## src/rtl/muldiv_unit.sv

```systemverilog
// Iterative signed/unsigned multiply and divide, one step per clock.
// Ports: clk, reset, start, op, a, b -> hi, lo, busy, ready, div_zero.
module muldiv_unit #(
  parameter int WIDTH = 32
) (
  input  logic             clk,
  input  logic             reset,
  input  logic             start,
  input  logic [1:0]       op,
  input  logic [WIDTH-1:0] a,
  input  logic [WIDTH-1:0] b,
  output logic [WIDTH-1:0] hi,
  output logic [WIDTH-1:0] lo,
  output logic             busy,
  output logic             ready,
  output logic             div_zero
);

  localparam int CW = (WIDTH > 1) ? $clog2(WIDTH) : 1;
  localparam logic [CW-1:0] LAST = CW'(WIDTH - 1);

  typedef enum logic [1:0] {
    IDLE,
    RUN,
    FIX,
    DONE
  } state_t;

  state_t           state;
  logic             is_div;
  logic             sign_a;
  logic             sign_b;
  logic [CW-1:0]    cnt;
  // Operand that is not shifted: multiplicand or divisor magnitude.
  logic [WIDTH-1:0] mag_x;
  // MULT: {partial hi (W+1), multiplier/product lo (W)}.
  // DIV:  {remainder (W+1), dividend/quotient (W)}.
  logic [2*WIDTH:0] acc;

  logic             in_div;
  logic             in_sgn;
  logic             a_neg;
  logic             b_neg;
  logic [WIDTH-1:0] a_mag;
  logic [WIDTH-1:0] b_mag;
  logic             zero_div;

  always_comb begin
    in_div   = op[1];
    in_sgn   = ~op[0];
    a_neg    = in_sgn & a[WIDTH-1];
    b_neg    = in_sgn & b[WIDTH-1];
    // -MIN wraps to 2^(W-1), which is the correct unsigned magnitude.
    a_mag    = a_neg ? -a : a;
    b_mag    = b_neg ? -b : b;
    zero_div = in_div & (b == '0);
  end

  logic [WIDTH:0]   sum;
  logic [WIDTH:0]   trial;
  logic             ge;
  logic [2*WIDTH:0] mul_next;
  logic [2*WIDTH:0] div_next;

  always_comb begin
    sum      = acc[2*WIDTH:WIDTH]
             + (acc[0] ? {1'b0, mag_x} : '0);
    mul_next = {1'b0, sum, acc[WIDTH-1:1]};
    trial    = {acc[2*WIDTH-1:WIDTH], acc[WIDTH-1]};
    ge       = trial >= {1'b0, mag_x};
    div_next = {ge ? trial - {1'b0, mag_x} : trial,
                acc[WIDTH-2:0], ge};
  end

  logic             neg;
  logic [2*WIDTH-1:0] prod;
  logic [WIDTH-1:0] quo;
  logic [WIDTH-1:0] rem;
  logic [WIDTH-1:0] fix_hi;
  logic [WIDTH-1:0] fix_lo;

  always_comb begin
    neg  = sign_a ^ sign_b;
    prod = acc[2*WIDTH-1:0];
    quo  = acc[WIDTH-1:0];
    rem  = acc[2*WIDTH-1:WIDTH];
    if (is_div) begin
      // Truncation toward zero: remainder follows the dividend.
      fix_lo = neg ? -quo : quo;
      fix_hi = sign_a ? -rem : rem;
    end else begin
      prod   = neg ? -prod : prod;
      fix_hi = prod[2*WIDTH-1:WIDTH];
      fix_lo = prod[WIDTH-1:0];
    end
  end

  always_ff @(posedge clk or posedge reset) begin
    if (reset) begin
      state    <= IDLE;
      is_div   <= 1'b0;
      sign_a   <= 1'b0;
      sign_b   <= 1'b0;
      cnt      <= '0;
      mag_x    <= '0;
      acc      <= '0;
      hi       <= '0;
      lo       <= '0;
      busy     <= 1'b0;
      ready    <= 1'b0;
      div_zero <= 1'b0;
    end else begin
      unique case (state)
        IDLE: begin
          if (start) begin
            is_div <= in_div;
            sign_a <= a_neg;
            sign_b <= b_neg;
            cnt    <= '0;
            busy   <= 1'b1;
            if (in_div) begin
              mag_x <= b_mag;
              acc   <= {{(WIDTH+1){1'b0}}, a_mag};
            end else begin
              mag_x <= a_mag;
              acc   <= {{(WIDTH+1){1'b0}}, b_mag};
            end
            if (zero_div) begin
              state    <= DONE;
              hi       <= a;
              lo       <= '1;
              ready    <= 1'b1;
              div_zero <= 1'b1;
            end else begin
              state <= RUN;
            end
          end
        end
        RUN: begin
          acc <= is_div ? div_next : mul_next;
          cnt <= cnt + 1'b1;
          if (cnt == LAST) begin
            state <= FIX;
          end
        end
        FIX: begin
          state <= DONE;
          hi    <= fix_hi;
          lo    <= fix_lo;
          ready <= 1'b1;
        end
        DONE: begin
          state    <= IDLE;
          busy     <= 1'b0;
          ready    <= 1'b0;
          div_zero <= 1'b0;
        end
        default: begin
          state <= IDLE;
          busy  <= 1'b0;
          ready <= 1'b0;
        end
      endcase
    end
  end

endmodule

```

## config.mk

```make
export PLATFORM = sky130hd
export DESIGN_NAME = muldiv_unit
export DESIGN_NICKNAME = d
export VERILOG_FILES = /design/src/rtl/muldiv_unit.sv
export SDC_FILE = /design/constraint.sdc
export NUM_CORES = 1
export LEC_CHECK = 0
export BUFFER_PORTS_ARGS = -buffer_cell sky130_fd_sc_hd__buf_2
export CAP_MARGIN = 20
export CORE_MARGIN = 5
export CORE_UTILIZATION = 55
export CTS_CLUSTER_DIAMETER = 80
export DETAILED_ROUTE_END_ITERATION = 12
export PLACE_DENSITY = 0.84
export SETUP_SLACK_MARGIN = 0.05
export SYNTH_ARGS = -nofsm -noshare
export SYNTH_HDL_FRONTEND = slang
export SYNTH_SLANG_ARGS = --single-unit
```

## constraint.sdc

```tcl
create_clock -name clk -period 6.45 [get_ports clk]
set_input_delay 0.3225 -clock clk [delete_from_list [all_inputs] [get_ports clk]]
set_output_delay 0.3225 -clock clk [all_outputs]
set_load 0.03 [all_outputs]
```

Yosys cells after proc, flatten, opt, wreduce, memory -nomap -nowiden
Index checks and enable logic that the tools add are counted.
{"block": "word_totals", "reg_bits": 174, "out_inout_bits": 67}
{"block": "op_classes", "add_sub_neg": 8, "n_lt_le_gt_ge": 1, "eq_ne": 7, "n_mux": 32, "bitwise_logic": 5, "n_reduce_logical": 13}
{"cell": "$mux W32", "n": 13}
{"cell": "$mux W65", "n": 2}
{"cell": "$pmux W65 S2", "n": 1}
{"cell": "$neg A32 Y32", "n": 4}
{"cell": "$pmux W32 S2", "n": 2}
{"cell": "$mux W64", "n": 1}
{"cell": "$neg A64 Y64", "n": 1}
{"cell": "$add A33 B32 Y33", "n": 1}
{"cell": "$ge A33 B32 Y1", "n": 1}
{"cell": "$mux W33", "n": 1}
{"cell": "$sub A33 B32 Y33", "n": 1}
{"cell": "$logic_not A32 Y1", "n": 1}
{"cell": "$pmux W5 S2", "n": 1}
{"cell": "$reduce_and A3 Y1", "n": 3}
{"cell": "$pmux W2 S4", "n": 1}
{"cell": "$reduce_and A2 Y1", "n": 4}
{"cell": "$mux W2", "n": 3}
{"cell": "$ne A2 B2 Y1 const B", "n": 3}
{"cell": "$reduce_bool A2 Y1", "n": 3}
{"cell": "$add A5 B1 Y5 const B", "n": 1}
{"cell": "$eq A5 B5 Y1 const B", "n": 1}
{"cell": "$mux W5", "n": 1}
{"cell": "$eq A2 B2 Y1 const B", "n": 2}
{"cell": "$pmux W1 S2", "n": 2}
{"cell": "other kinds (8)", "n": 12}

Longest topological paths before layout
{"block": "logic_depth", "word_depth": 6, "mapped_depth": 14, "depth_no_buf": 14}

Worst setup path before layout
OpenSTA, ideal clock, no wires.
{"block": "synth_path", "path_kind": "reg2reg", "from": "register acc[0]", "to": "register acc[59]", "arrival_ns": 3.175, "required_ns": 6.324, "setup_slack_ns": 3.149, "path_stages_with_launch": 14, "n_path_buf": 1, "period_less_slack_ns": 3.301, "cell_sequence": "dfrtp_1 > inv_1 > clkbuf_1 > nor2_1 > ha_1 > a21o_1 > a21o_1 > a211oi_1 > o21ai_1 > a41o_1 > a311oi_2 > o21ai_0 > xor2_1 > a221o_1"}
{"block": "synth_between", "elab_chain_cells": 4}
{"element": "start: declaration", "line": "38", "rtl": "logic [2*WIDTH:0] acc;"}
{"element": "start signal: assignment", "line": "123", "rtl": "acc <= {{(WIDTH+1){1'b0}}, a_mag};"}
{"element": "start signal: assignment", "line": "126", "rtl": "acc <= {{(WIDTH+1){1'b0}}, b_mag};"}
{"element": "start signal: assignment", "line": "140", "rtl": "acc <= is_div ? div_next : mul_next;"}
{"element": "$mux W32", "line": "67", "rtl": "+ (acc[0] ? {1'b0, mag_x} : '0);"}
{"element": "$add A33 B32 Y33", "line": "67"}
{"element": "$mux W65", "line": "140"}
{"element": "$pmux W65 S2", "line": "113", "rtl": "unique case (state)"}
No other way between the ends.
A chain may end at the register's enable or synchronous reset.

Worst setup path in the final report
{"block": "layout_path", "from": "register state[1]", "to": "register acc[57]"}
{"block": "layout_between", "elab_chain_cells": 3}
{"element": "start: declaration", "line": "29", "rtl": "state_t state;"}
{"element": "start signal: assignment", "line": "100", "rtl": "state <= IDLE;"}
{"element": "start signal: assignment", "line": "129", "rtl": "state <= DONE;"}
{"element": "start signal: assignment", "line": "135", "rtl": "state <= RUN;"}
{"element": "$eq A2 B1 Y1 / $logic_not A2 Y1 (equally long branches)", "line": "113"}
{"element": "$reduce_bool A2 Y1 (no source line) / $ne A2 B2 Y1 (equally long branches)"}
{"element": "$reduce_and A2 Y1 (no source line)"}
Several ways; a longest one is shown, not always the timed one.

==> impl_results.md <==
* Status: completed
* Number of buffers added on ports at 135
* Fin. Hold Viols at 0
* Tmin final at around 4.1 ns
* # resized after CTS at 0
* Postcts setup bufs at 0
* # rows at 60
* Top-count cell post-synth: nor2_1
* DRT antenna net count at 0
* Die area at 30200 um2
* Largest family of logic cells by synthesized area: compound AO/OA/AOI/OAI gates
* Final core occ at 60.8%
* Largest net degree at the start of global routing at 102
* Mapped Area at between 10000 and 15000 um2
* Initial Utilization at 55.3%
* Cell Count, Final, Fillers Out at about 2300
* Synthesized netlist cell count at 1865
* Pwr Total at 8.73 mW
* Setup WS pre-CTS at 2.23 ns
* First-pass GRT wire length at approximately 72000 um
* FF+latch count, synth at 174
* Post-synth EDFFs at 0
* Seq/Total Area, Yosys at 29.5%
* Power Density at approximately 540 nW/um2
* Dpl cells at 2254
* Top post-synthesis cells by count: nor2_1 (212), nand2_1 (181), a21oi_1 (174), dfrtp_1 (174), o21ai_0 (168)
* Clock Power Share at 11.8%
* Drt total wl at 45700 um
* Simple-gate area share of the yosys netlist at 18.2%
* Top cell type's share of synthesized area at a little under 30%
* Layout Skew at about 0.011 ns
* Nets@finish at 2080
* Critical-path maximum fanout at 40
* Drt wl/cell at 20.0 um
* Asr flop ratio synth at between 90% and 100%
* Mux cell area share after synthesis at ~4.6%
* CP required at a little under 7 ns
* Clock latency at the later pin of the worst-skew pair at 0.44 ns
* CTS max path bufs at 2
* I/O pins at 136
* Leak at 7.20 nW
* Total GRT Usage at approximately 30%
* Iteration-0 DRC Markers at 1620
* Post-Synth XOR/XNOR Area at 10.3%
* Final Cycle Share at between 60% and 70%
* DIE WIDTH at 174 um
* Clock sink total at roughly 170
* CP Launch Point: state[1]$_DFFE_PP0P_
* Area Overhead vs Synth at 10.1%
* CTS buffer count at 17
* Unrepaired setup endpoints after global routing: false
* Critical Path AT at 4.45 ns
* Synth Area in Compound Gates at 26.1%
* Switching part of the total power at around 53%
* WS Path Type: register to register
* Number of global-route vias before repair at 13488
* Clock-pin slew on the worst setup and hold paths at 0.08 ns
* Residual DRC at 0
* Slew Limit Fails at 0
* Root buf cell: clkbuf_16
* Synth Area per Inst at 7.92 um2
* Syn_nets at 2010
* Via count at between 10000 and 15000
* DR pass1 iterations at 6
* Count of cell types in the netlist at 89
* Post-CTS Hold Fix Bufs at 0
* Worst setup margin at 2.39 ns
* Core area at 26700 um2
* Main synth FF type: dfrtp_1
* Relative slew slack at between 20% and 30%
* Drt via density at 6.32
* Element type at the critical path end: register
* GPL Wtd Cong at approximately 0.96
* Final Setup Violations at 0
* Logic pwr share at 65.0%
* Ys Warns at 0
* Detailed Place HPWL at between 30000 and 40000 um
* Adder-Cell Fraction of Synth Area at 6.54%
* N_diodes at 0
* R2R Path Start: state[1]$_DFFE_PP0P_
* Antenna violations before repair at 1
* Layout cell share with drive strength beyond 1 at 13.1%
* Startpoint Class: register
* Reg power frac at between 20 and 25%
* Peak supply drop at ~0.29 mV
* Setup tns final at 0 ns
* Fmax at 246 MHz
* Overflow after GRT at 0
* Leading area contributor after synthesis: dfrtp_1
* TritonCTS clock tree: yes
* H-tree Lvls at 4
* Int Power at 4.13 mW
* Worst-Margin Slew at 1.05 ns
* Kind of path behind the tightest hold check: input port to async pin
* NetSw at 4.60 mW
* Die Ht at between 150 and 200 um
* Max Cap Viol at 0
* Top post-synthesis cells by area: dfrtp_1 (29%), ha_1 (6.3%), a21oi_1 (5.9%), o21ai_0 (5.7%), xor2_1 (5.4%)
[power by group through the flow]
stage | registers [mW] | logic, mW | clock network, mW
after global placement | 2.01 | 5.41 | 0
final | 2.03 | 5.67 | 1.03
after detailed placement | 2.03 | 5.52 | 0
after global routing | 2.09 | 6.19 | 1.08
after floorplan | 2.22 | 3.90 | 0
after CTS | 2.01 | 5.55 | 1.03
[registers in the layout (all words and copies together) (netlist names)]
register  count
is_div        1
sign_b        1
hi           32
lo           32
sign_a        1
state         2
ready         1
busy          1
div_zero      1
acc          65
cnt           5
mag_x        32
[cell type report]
class                   instances  area [um2]
clock inverters                15         148
clock buffers                  17         425
multi-input cells            1511        9760
inverters                      74         283
repair buffers                157         861
fillers                      2307       10500
well taps                     341         427
flip-flops and latches        174        4360
[worst max-delay path, cell delays in order (launching register included)]
cell	delay [ns]
dfrtp_1	0.44
inv_1	0.11
ha_1	0.14
buf_4	0.40
clkinv_1	0.62
nor2_1	0.38
buf_4	0.26
nand2_1	0.53
nor2_1	0.66
a22oi_1	0.13
o21ai_0	0.18
a211o_1	0.15
[metal layers]
layer  global-route usage [%]  part of all wire, %  vias up
li1                         -                    -     6854
met1                     39.3                   42     6857
met2                     47.8                   46      654
met3                     4.34                  7.5       97
met4                     11.3                  3.9        2
met5                        0                0.028        -
[kinds of logic (layout without fill, tap and decap cells)]
logic type | Yosys count | in the layout
adder cells (fa/ha/maj) | 76 | 76
XOR/XNOR | 173 | 173
AO/OA/AOI/OAI | 624 | 624
AND/OR/NAND/NOR | 573 | 573
multiplexers | 65 | 65
buffers and inverters | 180 | 263
flip-flops | 174 | 174
[through the flow]
| step | instance area [um2] | hold slack [ns] |
|---|---|---|
| final | 16300 | 0.0428 |
| after global routing | 16300 | 0.155 |
| after CTS | 16200 | 0.109 |
| after detailed placement | 15600 | 0.467 |
| after global placement | 15600 | 0.453 |
| after floorplan | 14800 | 0.439 |
[placed cells by master (no fill, tap or decap), types with 18 or more instances in the layout]
cell type / Yosys / routed
inv_1: 73 / 72
dfrtp_1: 174 / 173
nand2_1: 181 / 180
a31oi_1: 46 / 46
xor2_1: 91 / 91
buf_2: 17 / 135
ha_1: 74 / 73
nand3_1: 19 / 19
a211oi_1: 29 / 29
a21o_1: 36 / 35
nor2_1: 212 / 211
a21oi_1: 174 / 173
mux2_2: 21 / 21
nor3_1: 42 / 42
buf_4: 4 / 21
mux2i_1: 44 / 44
xnor2_1: 82 / 82
o21ai_0: 168 / 167
o21ai_1: 29 / 29
o31ai_1: 18 / 18
[final timing paths]
path,to,cells after the start,slack [ns]
worst max-delay path,acc[57]$_DFFE_PP0P_,11,2.39
worst min-delay path,lo[7]$_DFFE_PP0P_,2,0.04
worst max register to register,acc[57]$_DFFE_PP0P_,11,2.39
worst min register to register,hi[22]$_DFFE_PP0P_,2,0.48
max in group asynchronous,acc[53]$_DFFE_PP0P_,3,4.87
min in group clk,hi[2]$_DFFE_PP0P_,3,0.23
Note: power is estimated with default switching activity, not from simulation.
